<file path="src/rtl/scr_trigger_gen.sv">
// scr_trigger_gen: alternating forward/negative SCR trigger pulses, one per mains half-cycle, with forbid/busy/done status
module scr_trigger_gen #(
  parameter int ARM_TIME    = 50000,
  parameter int PULSE_WIDTH = 500,
  parameter int HALF_PERIOD = 500000
) (
  input  logic        i_clk_50m,
  input  logic        i_rst_n,
  input  logic        i_start,
  input  logic        i_stop,
  input  logic [15:0] i_cycles,
  output logic        o_pulse_forward,
  output logic        o_pulse_negative,
  output logic        o_forbid,
  output logic        o_busy,
  output logic        o_done,
  output logic [15:0] o_cycle_cnt
);
  typedef enum logic [1:0] {IDLE, ARM, FWD, NEG} state_t;
  localparam logic [19:0] ARM_LAST = 20'(ARM_TIME - 1);
  localparam logic [19:0] HP_LAST  = 20'(HALF_PERIOD - 1);
  localparam logic [19:0] PW       = 20'(PULSE_WIDTH);
  state_t      state_q;
  logic [19:0] timer_q, timer_d;
  logic [15:0] target_q, cnt_q, cnt_d;
  logic        pfwd_q, pneg_q, forbid_q, busy_q, done_q;
  logic        pulse_d, half_end, run_end;
  // next timer value, saturating pair count and end-of-half/end-of-run decodes
  always_comb begin
    timer_d  = timer_q + 20'd1;
    cnt_d    = (cnt_q == 16'hFFFF) ? cnt_q : cnt_q + 16'd1;
    pulse_d  = timer_d < PW;
    half_end = timer_q == HP_LAST;
    run_end  = (target_q != 16'd0) && (cnt_d == target_q);
  end
  // run sequencer; every output is a register so nothing combinational reaches the SCR drivers
  always_ff @(posedge i_clk_50m or negedge i_rst_n) begin
    if (!i_rst_n) begin
      state_q  <= IDLE;
      timer_q  <= '0;
      target_q <= '0;
      cnt_q    <= '0;
      pfwd_q   <= 1'b0;
      pneg_q   <= 1'b0;
      forbid_q <= 1'b1;
      busy_q   <= 1'b0;
      done_q   <= 1'b0;
    end else begin
      done_q <= 1'b0;
      if (state_q == IDLE) begin
        if (i_start && !i_stop) begin
          state_q  <= ARM;
          target_q <= i_cycles;
          cnt_q    <= '0;
          timer_q  <= '0;
          forbid_q <= 1'b0;
          busy_q   <= 1'b1;
        end
      end else if (i_stop) begin
        state_q  <= IDLE;
        timer_q  <= '0;
        pfwd_q   <= 1'b0;
        pneg_q   <= 1'b0;
        forbid_q <= 1'b1;
        busy_q   <= 1'b0;
      end else begin
        case (state_q)
          ARM: begin
            if (timer_q == ARM_LAST) begin
              state_q <= FWD;
              timer_q <= '0;
              pfwd_q  <= 1'b1;
            end else begin
              timer_q <= timer_d;
            end
          end
          FWD: begin
            if (half_end) begin
              state_q <= NEG;
              timer_q <= '0;
              pfwd_q  <= 1'b0;
              pneg_q  <= 1'b1;
            end else begin
              timer_q <= timer_d;
              pfwd_q  <= pulse_d;
            end
          end
          default: begin
            if (half_end) begin
              cnt_q   <= cnt_d;
              timer_q <= '0;
              pneg_q  <= 1'b0;
              if (run_end) begin
                state_q  <= IDLE;
                done_q   <= 1'b1;
                forbid_q <= 1'b1;
                busy_q   <= 1'b0;
              end else begin
                state_q <= FWD;
                pfwd_q  <= 1'b1;
              end
            end else begin
              timer_q <= timer_d;
              pneg_q  <= pulse_d;
            end
          end
        endcase
      end
    end
  end
  assign o_pulse_forward  = pfwd_q;
  assign o_pulse_negative = pneg_q;
  assign o_forbid         = forbid_q;
  assign o_busy           = busy_q;
  assign o_done           = done_q;
  assign o_cycle_cnt      = cnt_q;
endmodule

</file>
<file path="config.mk">
export PLATFORM = sky130hd
export DESIGN_NAME = scr_trigger_gen
export DESIGN_NICKNAME = d
export VERILOG_FILES = /design/src/rtl/scr_trigger_gen.sv
export SDC_FILE = /design/constraint.sdc
export NUM_CORES = 1
export LEC_CHECK = 0
export ABC_CLOCK_PERIOD_IN_PS = 3720
export CORE_MARGIN = 4
export CORE_UTILIZATION = 55
export DETAILED_ROUTE_END_ITERATION = 8
export PLACE_DENSITY_LB_ADDON = 0.3
export SETUP_SLACK_MARGIN = 0.15
export SLEW_MARGIN = 10
export SYNTH_ARGS = -nofsm -noshare
export SYNTH_HDL_FRONTEND = slang
export SYNTH_SLANG_ARGS = --single-unit
</file>
<file path="constraint.sdc">
create_clock -name i_clk_50m -period 3.72 [get_ports i_clk_50m]
set_input_delay 0.744 -clock i_clk_50m [delete_from_list [all_inputs] [get_ports i_clk_50m]]
set_output_delay 0.744 -clock i_clk_50m [all_outputs]
set_load 0.005 [all_outputs]
</file>
==> impl_metrics.py, run 1 <==
metrics = {
    "clock_tree": {
        "postCtsHoldBufs": 0,
        "clock_path_buffers": 2,
        "cts_tree": "done",
        "post_cts_buffers": 0,
        "cts_max_level": 3,
        "clk_latency_ns": 0.35,
        "clkSinkCount": 59,
        "cts-root-buf": "clkbuf_8",
        "cts.clk_slew.worst_paths_ns": 0.07,
        "numCtsBuffers": 9,
    },
    "routing": {
        "drt_wl_total_um": 11700,
        "drt_iter0_drc": 464,
        "drc": 0,
        "dr.pass1.iters": 6,
        "antenna_left": 0,
        "vias": 4139,
        "viasPerCell": 6.48,
        "wl_per_cell_um": 18.3,
    },
    "final_layout": {
        "layout_commonest_cell": "nand2_1",
        "synthToLayoutAreaGrowth_pct": 16.5,
        "instances_no_fill": 639,
        "nets": 561,
        "drive_gt1_share_pct": 8.70,
        "layout_common_cells": "nand2_1 (83), dfrtp_1 (58), o21ai_0 (41)",
        "n_antenna_cell": 0,
    },
    "logic_synthesis": {
        "ys_types": 64,
        "synth_area_mm2": 0.00405,
        "synth_ff_type": "dfrtp_1",
        "synth_edf_count": 0,
        "synth_compound_area_share_pct": 21.3,
        "synthMuxAreaShare_pct": 2.35,
        "synthCells": 503,
        "ys_seq_area_share_pct": 36.5,
        "yosys.area_share.simple_pct": 30.8,
        "ys_async_sr_fraction_pct": 100,
        "synth_area_per_cell_um2": 8.04,
        "synth_top_family_by_area": "simple AND/OR/NAND/NOR gates",
        "synthXorXnorAreaFrac_pct": 2.38,
        "synth_fa_ha_area_share_pct": 1.86,
        "yosys_warnings": 0,
        "ys_seq_elements": 59,
        "synth_nets": 529,
    },
    "grt": {
        "grt_use_total_pct": 27.4,
        "grt-ovfl-total": 0,
        "grt_pass1_wl_um": 18900,
        "grt_pass1_vias": 3711,
        "grt_max_degree": 42,
        "antenna_found_initial": 0,
    },
    "timing": {
        "final_max_slew_viol_count": 0,
        "clock_skew_ns": 0.00985,
        "max_freq_mhz": 296,
        "period_minus_slack_ns": 3.37,
        "setup_viol": 0,
        "rsz0062_at_grt": "false",
        "maxSlewHeadroom_pct": 46.2,
        "worst_pin_slew_ns": 0.806,
        "period_share_pct": 90.7,
        "hold_violations": 0,
        "setup_tns_ns": 0,
    },
    "worst_setup_path": {
        "startpoint_type": "flop",
        "cp_data_arrival_time_ns": 3.60,
        "reg2regPathDepth": 9,
        "worstPathCellList": "ha_1 -> nand3_2 -> or4_1 -> or3_1 -> a32o_1 -> nor4_1 -> and4_4 -> a2111oi_1 -> a311o_1",
        "crit_required_ns": 3.94,
        "r2r_slack_ns": 0.35,
        "cpMaxStageDelayCell": "or4_1",
        "cpPeakStageDelay_ns": 0.56,
        "end_kind": "flop",
        "reg2reg_to": "o_pulse_forward",
        "worst-setup-path-type": "flop to flop",
        "cp_max_fo": 10,
        "r2r-start": "o_cycle_cnt[1]",
    },
    "power_and_ir_drop": {
        "p_comb_share_pct": 33.4,
        "p_sw_mw": 0.855,
        "total_power_mw": 2.20,
        "ir_drop_mv": 0.420,
        "p_int_mw": 1.34,
        "p_sw_share_pct": 38.9,
        "power_leakage_nw": 1.89,
        "seq_power_share_pct": 42.7,
        "pwr_density_cell_mw_per_mm2": 466,
        "power_frac_clock_pct": 23.9,
    },
    "floorplan": {
        "die-area_mm2": 0.00879,
        "die_h_um": 93.8,
        "die_width_um": 93.8,
        "rows": 31,
        "io-pin-count": 41,
        "coreArea_mm2": 0.00721,
        "start_util_pct": 56.1,
    },
    "worst_hold_path": {
        "hp-class": "input pin to async pin",
    },
    "place": {
        "gp_congestion": 0.926,
        "port_buffers": 40,
        "place_inst": 623,
        "hpwl_um": 8330,
    },
    "outcome": {
        "status": "complete, no violations",
    },
    "job": {
        "drv_cap": 0,
    },
}
==> per-layer routing <==
| metal | vias up | wire length, µm | GRT usage (%) |
|---|---|---|---|
| li1 | 1931 | - | - |
| met1 | 1979 | 5300 | 40.7 |
| met2 | 206 | 4980 | 39.5 |
| met3 | 23 | 1180 | 6.09 |
| met4 | 0 | 233 | 8.54 |
| met5 | - | 0 | 0 |
==> registers in the layout, summed over array words and instances, names as in the netlist <==
register          cells
o_done                1
state_q               2
o_pulse_negative      1
timer_q              20
target_q             16
o_pulse_forward       1
o_forbid              1
o_busy                1
o_cycle_cnt          16
==> power by group through the flow <==
stage / Combinational, mW / Sequential, mW / Clock (mW)
after floorplan: 0.525 / 0.876 / 0
after global placement: 0.702 / 0.942 / 0
after detailed placement: 0.720 / 0.940 / 0
after CTS: 0.727 / 0.931 / 0.533
after global routing: 0.828 / 0.960 / 0.563
final: 0.733 / 0.938 / 0.526
==> final cells by class <==
| class | instances | area (µm²) |
|---|---|---|
| well taps | 99 | 124 |
| multi-input cells | 396 | 2380 |
| fillers | 635 | 2500 |
| clock inverters | 4 | 26.3 |
| inverters | 14 | 52.6 |
| clock buffers | 12 | 145 |
| repair buffers | 55 | 508 |
| flip-flops and latches | 59 | 1480 |
==> how the worst max path moves through the flow <==
stage | from | end | slack, ns
after detailed placement | o_cycle_cnt[1] | o_pulse_forward | 0.41
after global routing | o_cycle_cnt[1] | o_pulse_forward | 0.24
after CTS | o_cycle_cnt[1] | o_pulse_forward | 0.35
final | o_cycle_cnt[1] | o_pulse_forward | 0.35
after floorplan | o_cycle_cnt[0] | o_pulse_forward | 0.98
after global placement | o_cycle_cnt[1] | o_pulse_forward | 0.44
==> cells by family (layout without fill, tap and decap cells) <==
family	count (synthesis)	count (layout)
AO/OA/AOI/OAI	130	130
XOR/XNOR	11	11
adder cells (fa/ha/maj)	6	6
buffers and inverters	48	85
flip-flops	59	59
multiplexers	9	9
AND/OR/NAND/NOR	240	240
==> worst max-delay path: cells and delay by family, from the launching register on <==
family          cells  cell delay (ns)
fa+ha+maj           1             0.34
simple gates        5             1.79
compound gates      3             0.60
flops               1             0.50
==> through the flow <==
stage / area [µm²] / utilization, % / setup WS [ns] / hold slack, ns
2_1_floorplan: 4050 / - / 0.983 / 0.448
4_1_cts: 4710 / 65.3 / 0.349 / 0.331
3_3_place_gp: 4540 / 62.9 / 0.439 / 0.476
5_1_grt: 4710 / 65.3 / 0.237 / 0.360
3_5_place_dp: 4540 / 62.9 / 0.409 / 0.474
6_report: 4710 / 65.3 / 0.347 / 0.321
==> repair_timing <==
action	CTS	global route
endpoints found under the hold margin	0	0
setup endpoints to repair	0	1
gates resized for setup	0	1
==> cell usage after synthesis (4+ instances only) <==
master	number	share of area, %
nand2_1	83	7.7
dfrtp_1	58	36
o21ai_0	41	5.1
nor2_1	28	2.6
nand3_1	24	3.0
clkbuf_1	22	2.0
o31ai_1	20	3.7
a21oi_1	15	1.9
inv_1	14	1.3
nand4_1	13	2.0
nor2b_1	13	2.0
nor4_1	13	2.0
and3_1	12	1.9
nor3_1	10	1.2
a31oi_1	8	1.2
buf_2	8	0.99
xnor2_1	8	1.7
a311oi_1	7	1.5
and2_1	6	0.93
ha_1	6	1.9
or4_1	6	1.1
a211oi_1	5	0.93
and4_1	5	1.1
mux2i_1	5	1.2
or3_1	5	0.77
a21o_1	4	0.74
mux2_2	4	1.1
o211ai_1	4	0.74
o22ai_1	4	0.62
or2_2	4	0.62
Note: power is estimated with default switching activity, not from simulation.
==> run 2, diff against run 1 <==
- CTS_CLUSTER_SIZE: default -> 30
==> results of run 2 <==
No change in the layout: final DEF, timing and power equal those of run 1.
==> run 3, diff against run 2 <==
==> constraint.sdc (replaced) <==
create_clock -name i_clk_50m -period 3.72 [get_ports i_clk_50m]
set_input_delay 0.93 -clock i_clk_50m [delete_from_list [all_inputs] [get_ports i_clk_50m]]
set_output_delay 0.93 -clock i_clk_50m [all_outputs]
set_load 0.005 [all_outputs]
==> impl_metrics.py, run 3 (synthesis results as in run 1) <==
metrics = {
    "final_layout": {
        "largest_register_ffs": 20,
        "synthToLayoutAreaGrowth_pct": 17.2,
        "layout_commonest_cell": "nand2_1",
        "nets": 562,
        "n_antenna_cell": 0,
        "fillers": 613,
        "largest-register": "timer_q",
        "finish.instance_area_mm2": 0.00474,
        "drive_gt1_share_pct": 8.89,
        "layout_common_cells": "nand2_1 (83), dfrtp_1 (58), o21ai_0 (41)",
    },
    "place": {
        "dpl_cell_area_mm2": 0.00454,
        "gp_congestion": 0.996,
        "port_buffers": 40,
        "hpwl_um": 8640,
    },
    "worst_setup_path": {
        "worst-path-buf-inv": 0,
        "startpoint": "o_cycle_cnt[1]",
        "cp_data_arrival_time_ns": 3.57,
        "worstPathCellList": "ha_1 -> nand3_2 -> or4_1 -> or3_1 -> a32o_1 -> nor4_1 -> and4_4 -> a2111oi_1 -> a311o_1",
        "cp_max_fo": 10,
        "crit_required_ns": 3.93,
        "r2r-start": "o_cycle_cnt[1]",
        "critPathTopFamily": "simple AND/OR/NAND/NOR gates",
        "end_kind": "flop",
        "startpoint_type": "flop",
        "worst-setup-path-type": "flop to flop",
        "cpMaxStageDelayCell": "or4_1",
        "cpPeakStageDelay_ns": 0.55,
    },
    "timing": {
        "period_share_pct": 90.2,
        "maxSlewHeadroom_pct": 48.4,
        "setup_tns_ns": 0,
        "max_freq_mhz": 298,
        "rsz0062_at_grt": "false",
        "period_minus_slack_ns": 3.35,
        "setup_viol": 0,
        "clock_skew_ns": 0.0165,
        "final_max_slew_viol_count": 0,
        "hold_violations": 0,
        "worst_pin_slew_ns": 0.773,
    },
    "grt": {
        "grt_max_degree": 39,
        "grt-ovfl-total": 0,
        "grt_use_total_pct": 27.9,
        "grt_pass1_wl_um": 19300,
        "antenna_found_initial": 0,
        "grt_pass1_vias": 3723,
    },
    "power_and_ir_drop": {
        "pwr_density_cell_mw_per_mm2": 480,
        "power_leakage_nw": 1.90,
        "ir_drop_mv": 0.433,
    },
    "clock_tree": {
        "numCtsBuffers": 9,
        "clkSinkCount": 59,
        "cts.clk_slew.worst_paths_ns": 0.08,
        "cts-root-buf": "clkbuf_8",
        "cts_tree": "done",
        "clock_path_buffers": 2,
        "clk_latency_ns": 0.34,
        "post_cts_buffers": 0,
        "cts_max_level": 3,
    },
    "worst_hold_path": {
        "hp-class": "input pin to async pin",
    },
    "floorplan": {
        "io-pin-count": 41,
        "die_width_um": 93.8,
        "coreArea_mm2": 0.00721,
        "die_h_um": 93.8,
        "rows": 31,
        "start_util_pct": 56.1,
        "die-area_mm2": 0.00879,
    },
    "routing": {
        "viasPerCell": 6.38,
        "antenna_left": 0,
        "drt_iter0_drc": 500,
        "drt_wl_total_um": 11800,
        "dr.pass1.iters": 6,
        "drc": 0,
        "vias": 4074,
        "wl_per_cell_um": 18.5,
    },
    "job": {
        "drv_cap": 0,
    },
    "outcome": {
        "status": "complete, no violations",
    },
}
## run 3: cell types whose count changed in the layout (fill, tap and decap cells not counted), sizes merged
cell    previous run  this run
clkinv             3         2
bufinv             0         1
clkbuf            12        11
buf               16        17
## run 3: routing by layer
layer / GRT usage (%) / vias up / part of all wire [%]
li1: - / 1923 / -
met1: 44.2 / 1923 / 48
met2: 38.1 / 213 / 42
met3: 5.93 / 15 / 8.5
met4: 7.10 / 0 / 1.2
met5: 0 / - / 0
## run 3: report_power, final
| group | switching (mW) | leakage (nW) | total, mW | internal, mW |
|---|---|---|---|---|
| logic | 0.426 | 1.02 | 0.742 | 0.316 |
| clock network | 0.266 | 0.0954 | 0.590 | 0.324 |
| registers | 0.177 | 0.787 | 0.944 | 0.768 |
## run 3: area by class of cell
type | count | area, µm² | area share [%]
clock buffer | 11 | 141 | 2.98
clock inverter | 4 | 51.3 | 1.08
inverter | 14 | 52.6 | 1.11
multi-input combinational | 396 | 2380 | 50.2
sequential | 59 | 1480 | 31.2
tap | 99 | 124 | 2.61
timing repair buffer | 56 | 515 | 10.9
## run 3: through the flow
step / cells / setup WS [ns] / hold WS, ns / total power [mW] / util [%]
after detailed placement: 624 / 0.353 / 0.504 / 1.68 / 63.0
after floorplan: 503 / 0.983 / 0.468 / 1.40 / -
after CTS: 639 / 0.327 / 0.513 / 2.28 / 65.7
final: 639 / 0.365 / 0.501 / 2.28 / 65.7
after global routing: 639 / 0.157 / 0.530 / 2.43 / 65.7
after global placement: 624 / 0.374 / 0.477 / 1.65 / 63.0
## run 3: what timing repair did
item	4_1_cts	5_1_grt
hold buffers	0	0
gates resized for setup	0	1
hold endpoints to repair	0	0
endpoints found under the setup margin	0	3
## run 3: final timing paths
path | depth (start not counted) | slack (ns) | to
min in group i_clk_50m | 2 | 0.52 | o_forbid
setup reg to reg | 9 | 0.37 | o_pulse_forward
setup / recovery | 9 | 0.37 | o_pulse_forward
hold reg to reg | 2 | 0.52 | o_forbid
max in group asynchronous | 2 | 2.50 | o_forbid
hold / removal | 1 | 0.50 | timer_q[7]
==> RTL change 1 (flow settings as in run 1) <==
Add an input register stage for `i_start`, `i_stop` and `i_cycles`, cleared by the reset; this delays them by one clock.
--- a/src/rtl/scr_trigger_gen.sv
+++ b/src/rtl/scr_trigger_gen.sv
@@ -21,4 +21,21 @@
   localparam logic [19:0] HP_LAST  = 20'(HALF_PERIOD - 1);
   localparam logic [19:0] PW       = 20'(PULSE_WIDTH);
+
+  logic i_start_q;
+  logic i_stop_q;
+  logic [15:0] i_cycles_q;
+
+  always_ff @(posedge i_clk_50m or negedge i_rst_n) begin
+    if (!i_rst_n) begin
+      i_start_q  <= '0;
+      i_stop_q   <= '0;
+      i_cycles_q <= '0;
+    end else begin
+      i_start_q  <= i_start;
+      i_stop_q   <= i_stop;
+      i_cycles_q <= i_cycles;
+    end
+  end
+
   state_t      state_q;
   logic [19:0] timer_q, timer_d;
@@ -49,7 +66,7 @@
       done_q <= 1'b0;
       if (state_q == IDLE) begin
-        if (i_start && !i_stop) begin
+        if (i_start_q && !i_stop_q) begin
           state_q  <= ARM;
-          target_q <= i_cycles;
+          target_q <= i_cycles_q;
           cnt_q    <= '0;
           timer_q  <= '0;
@@ -57,5 +74,5 @@
           busy_q   <= 1'b1;
         end
-      end else if (i_stop) begin
+      end else if (i_stop_q) begin
         state_q  <= IDLE;
         timer_q  <= '0;
Behaviour: not the same (a bounded check fails within 4 cycles, from zero or initial values and one cycle with i_rst_n low).
==> RTL change 1 against run 1 <==
Area after synthesis rose by 15%. Fmax rose by 8.3%. Critical path type unchanged. Synthesized cell count rose by 3.8%. Die area rose by 13%. Worst setup slack improved by 0.26 ns. Routed wire length fell by 5.4%. Sequential cell count rose by 18. Worst hold slack improved by 0.11 ns. Total power rose by 16%. Count of clock-buffer cells in the layout fell by 1. Design area rose by 11%. Clock power rose by 18%.
==> RTL change 1: results (changes against run 1) <==
* Reg clk slew, reported paths at 0.09 ns (+0.02 ns)
* Placed inst area at 0.00502 mm^2 (+11%)
* DRT iter0 DRCs at 276 (-41%)
* Tot GR Track Use at 0.234 (-0.0399)
* LEAKAGE at 2.16 nW (+14%)
* Fillcell total at 689 (+8.5%)
* Post-synthesis sequential area ratio at 0.416 (+0.0509)
* Syn Nets at 548 (+3.6%)
* DPL Wire Length at 7710 um (-7.4%)
* Overall routed net length at 11100 um (-5.4%)
* Met3 wire len at 847 um (-28%)
* Nets@finish at 571 (+1.8%)
* Placer Congestion at 0.930 (+0.36%)
* Multi-input logic area at 0.00247 mm^2 (+3.9%)
* Global-route wire length before repair at 18700 um (-0.95%)
* Finished Layout Cells at 655 (+2.5%)
* GR Util met2 at 0.349 (-0.0461)
* Outcome: finished clean
* Internal power at 1.59 mW (+18%)
* Share of cells above drive strength 1 at 0.0745 (-0.0125)
* Dpl ws at 0.696 ns (+0.287 ns)
* Crit Path Max Fanout at 12 (+2)
* Clk_skew at 0.0101 ns (+0.000232 ns)
* Clk power at 0.621 mW (+18%)
* Synth Area per Inst at 8.88 um^2 (+10%)
* Worst relative slew slack at 0.370 (-0.0916)
* GRT met1 Usage at 0.339 (-0.0682)
* Vias in the first global route at 3788 (+2.1%)
* Vias/cell at 6.27 (-3.2%)
* Routed met2 length at 5100 um (+2.4%)
* Comb pwr at 0.796 mW (+8.6%)
RTL change 1: area by class of cell:
class | count | share of cell area
inverter | 15 | 0.0108
timing repair buffer | 45 | 0.0835
tap | 105 | 0.0252
sequential | 77 | 0.370
clock buffer | 11 | 0.0290
multi-input combinational | 397 | 0.474
clock inverter | 5 | 0.00768
RTL change 1: logic make-up (layout without fill, tap and decap cells):
kind of cell,count (synthesis),count (layout),share of synthesized area
muxes,6,6,0.0132
adders and majority gates,6,6,0.0162
xor gates and xnor gates,19,19,0.0375
AOI/OAI and AO/OA,130,130,0.192
buffers and inverters,48,76,0.0502
DFF,77,77,0.416
and+or+nand+nor,236,236,0.275
RTL change 1: worst paths after layout:
kind                                   endpoint  slack [ns]  cells past startpoint
worst max-delay path            o_pulse_forward        0.60                      8
min in group asynchronous        o_cycle_cnt[7]        0.49                      1
worst min-delay path                target_q[4]        0.43                      2
worst max register to register  o_pulse_forward        0.60                      8
max in group asynchronous           target_q[7]        2.57                      1
worst min register to register      target_q[4]        0.43                      2
==> RTL change 2 (config.mk and constraints of run 1) <==
Made on the original files. Set the parameter `ARM_TIME` to 25000 (it was 50000).
--- a/src/rtl/scr_trigger_gen.sv
+++ b/src/rtl/scr_trigger_gen.sv
@@ -1,5 +1,5 @@
 // scr_trigger_gen: alternating forward/negative SCR trigger pulses, one per mains half-cycle, with forbid/busy/done status
 module scr_trigger_gen #(
-  parameter int ARM_TIME    = 50000,
+  parameter int ARM_TIME    = 25000,
   parameter int PULSE_WIDTH = 500,
   parameter int HALF_PERIOD = 500000
Formal check against the unedited RTL: no difference found for any inputs over 10 cycles, from zero or initial values and one cycle with i_rst_n low; that may be too few to reach the edited logic, so the function may still have changed.
==> RTL change 2 against run 1 <==
First-iteration DRC count decreased by 48%. Non-clock buffer count shrank 7. Total power rose by 7.1%. Routed wire length shrank 6.7%. Die area increased by 3.7%. Sequential cell count is the same. Design area up 0.45%. Worst hold slack improved by 0.18 ns. Worst setup slack improved by 0.30 ns. Area after synthesis grew 4.0%. Sequential share of layout area fell by 0.14 points. Utilization shrank 0.75 points. Largest power group unchanged.
==> RTL change 2: results (changes against run 1) <==
* Post-synthesis compound-gate area fraction at 0.199 (-0.0136)
* Global-route wire length before repair at 18300 um (-2.9%)
* Nets@finish at 527 (-6.1%)
* Tot GR Track Use at 0.257 (-0.0167)
* Fillcell total at 616 (-3.0%)
* Routed len/inst at 18.0 um (-1.5%)
* Worst relative slew slack at 0.401 (-0.0607)
* Synth top area cells: dfrtp_1 34%, o21ai_0 5.8%, mux2_2 4.3%, nand2_1 3.7%, nand4_1 2.8%
* DPL Wire Length at 7860 um (-5.6%)
* LEAKAGE at 1.81 nW (-4.1%)
* Placed inst area at 0.00452 mm^2 (-0.33%)
* Post-synthesis sequential area ratio at 0.351 (-0.0141)
* Mux cell area share after synthesis at 0.0452 (+0.0217)
* Outcome: finished clean
* Finished Layout Cells at 605 (-5.3%)
* DRT iter0 DRCs at 239 (-48%)
* Synth-to-Final Area Change at 12.5%
* Peak supply drop at 0.000210 V (-50%)
* Hold Path Class: reg -> reg
* Synth cell types at 68 (+6.3%)
* Largest net degree at the start of global routing at 40 (-4.8%)
* Vias in the first global route at 3697 (-0.38%)
* Synth cell count leaders: 58 x dfrtp_1, 49 x o21ai_0, 41 x nand2_1, 31 x nor2_1, 21 x nand3_1
* R2r setup slk at 0.64 ns (+0.30 ns)
* Placer Congestion at 0.928 (+0.24%)
* R2r worst-path depth at 8 (-1)
* Routed met2 length at 5430 um (+9.1%)
RTL change 2: changes by cell type in the layout (fill, tap and decap cells not counted), sizes merged, moves of 5 or more:
| cell | run 1 | this run |
|---|---|---|
| o21ai | 41 | 49 |
| nand2 | 83 | 41 |
| nor2b | 13 | 8 |
| buf | 16 | 9 |
| and3 | 12 | 5 |
| xor2 | 3 | 8 |
| mux2 | 4 | 16 |
| and4 | 6 | 12 |
| nand2b | 2 | 7 |
| o31ai | 20 | 15 |
| nand4 | 14 | 21 |
RTL change 2: cell type report:
| cell class | instances | share of cell area |
|---|---|---|
| Tap cell | 99 | 0.0262 |
| Timing Repair Buffer | 48 | 0.0962 |
| Clock inverter | 4 | 0.0100 |
| Clock buffer | 12 | 0.0349 |
| Multi-Input combinational cell | 372 | 0.512 |
| Inverter | 11 | 0.00872 |
| Sequential cell | 59 | 0.312 |
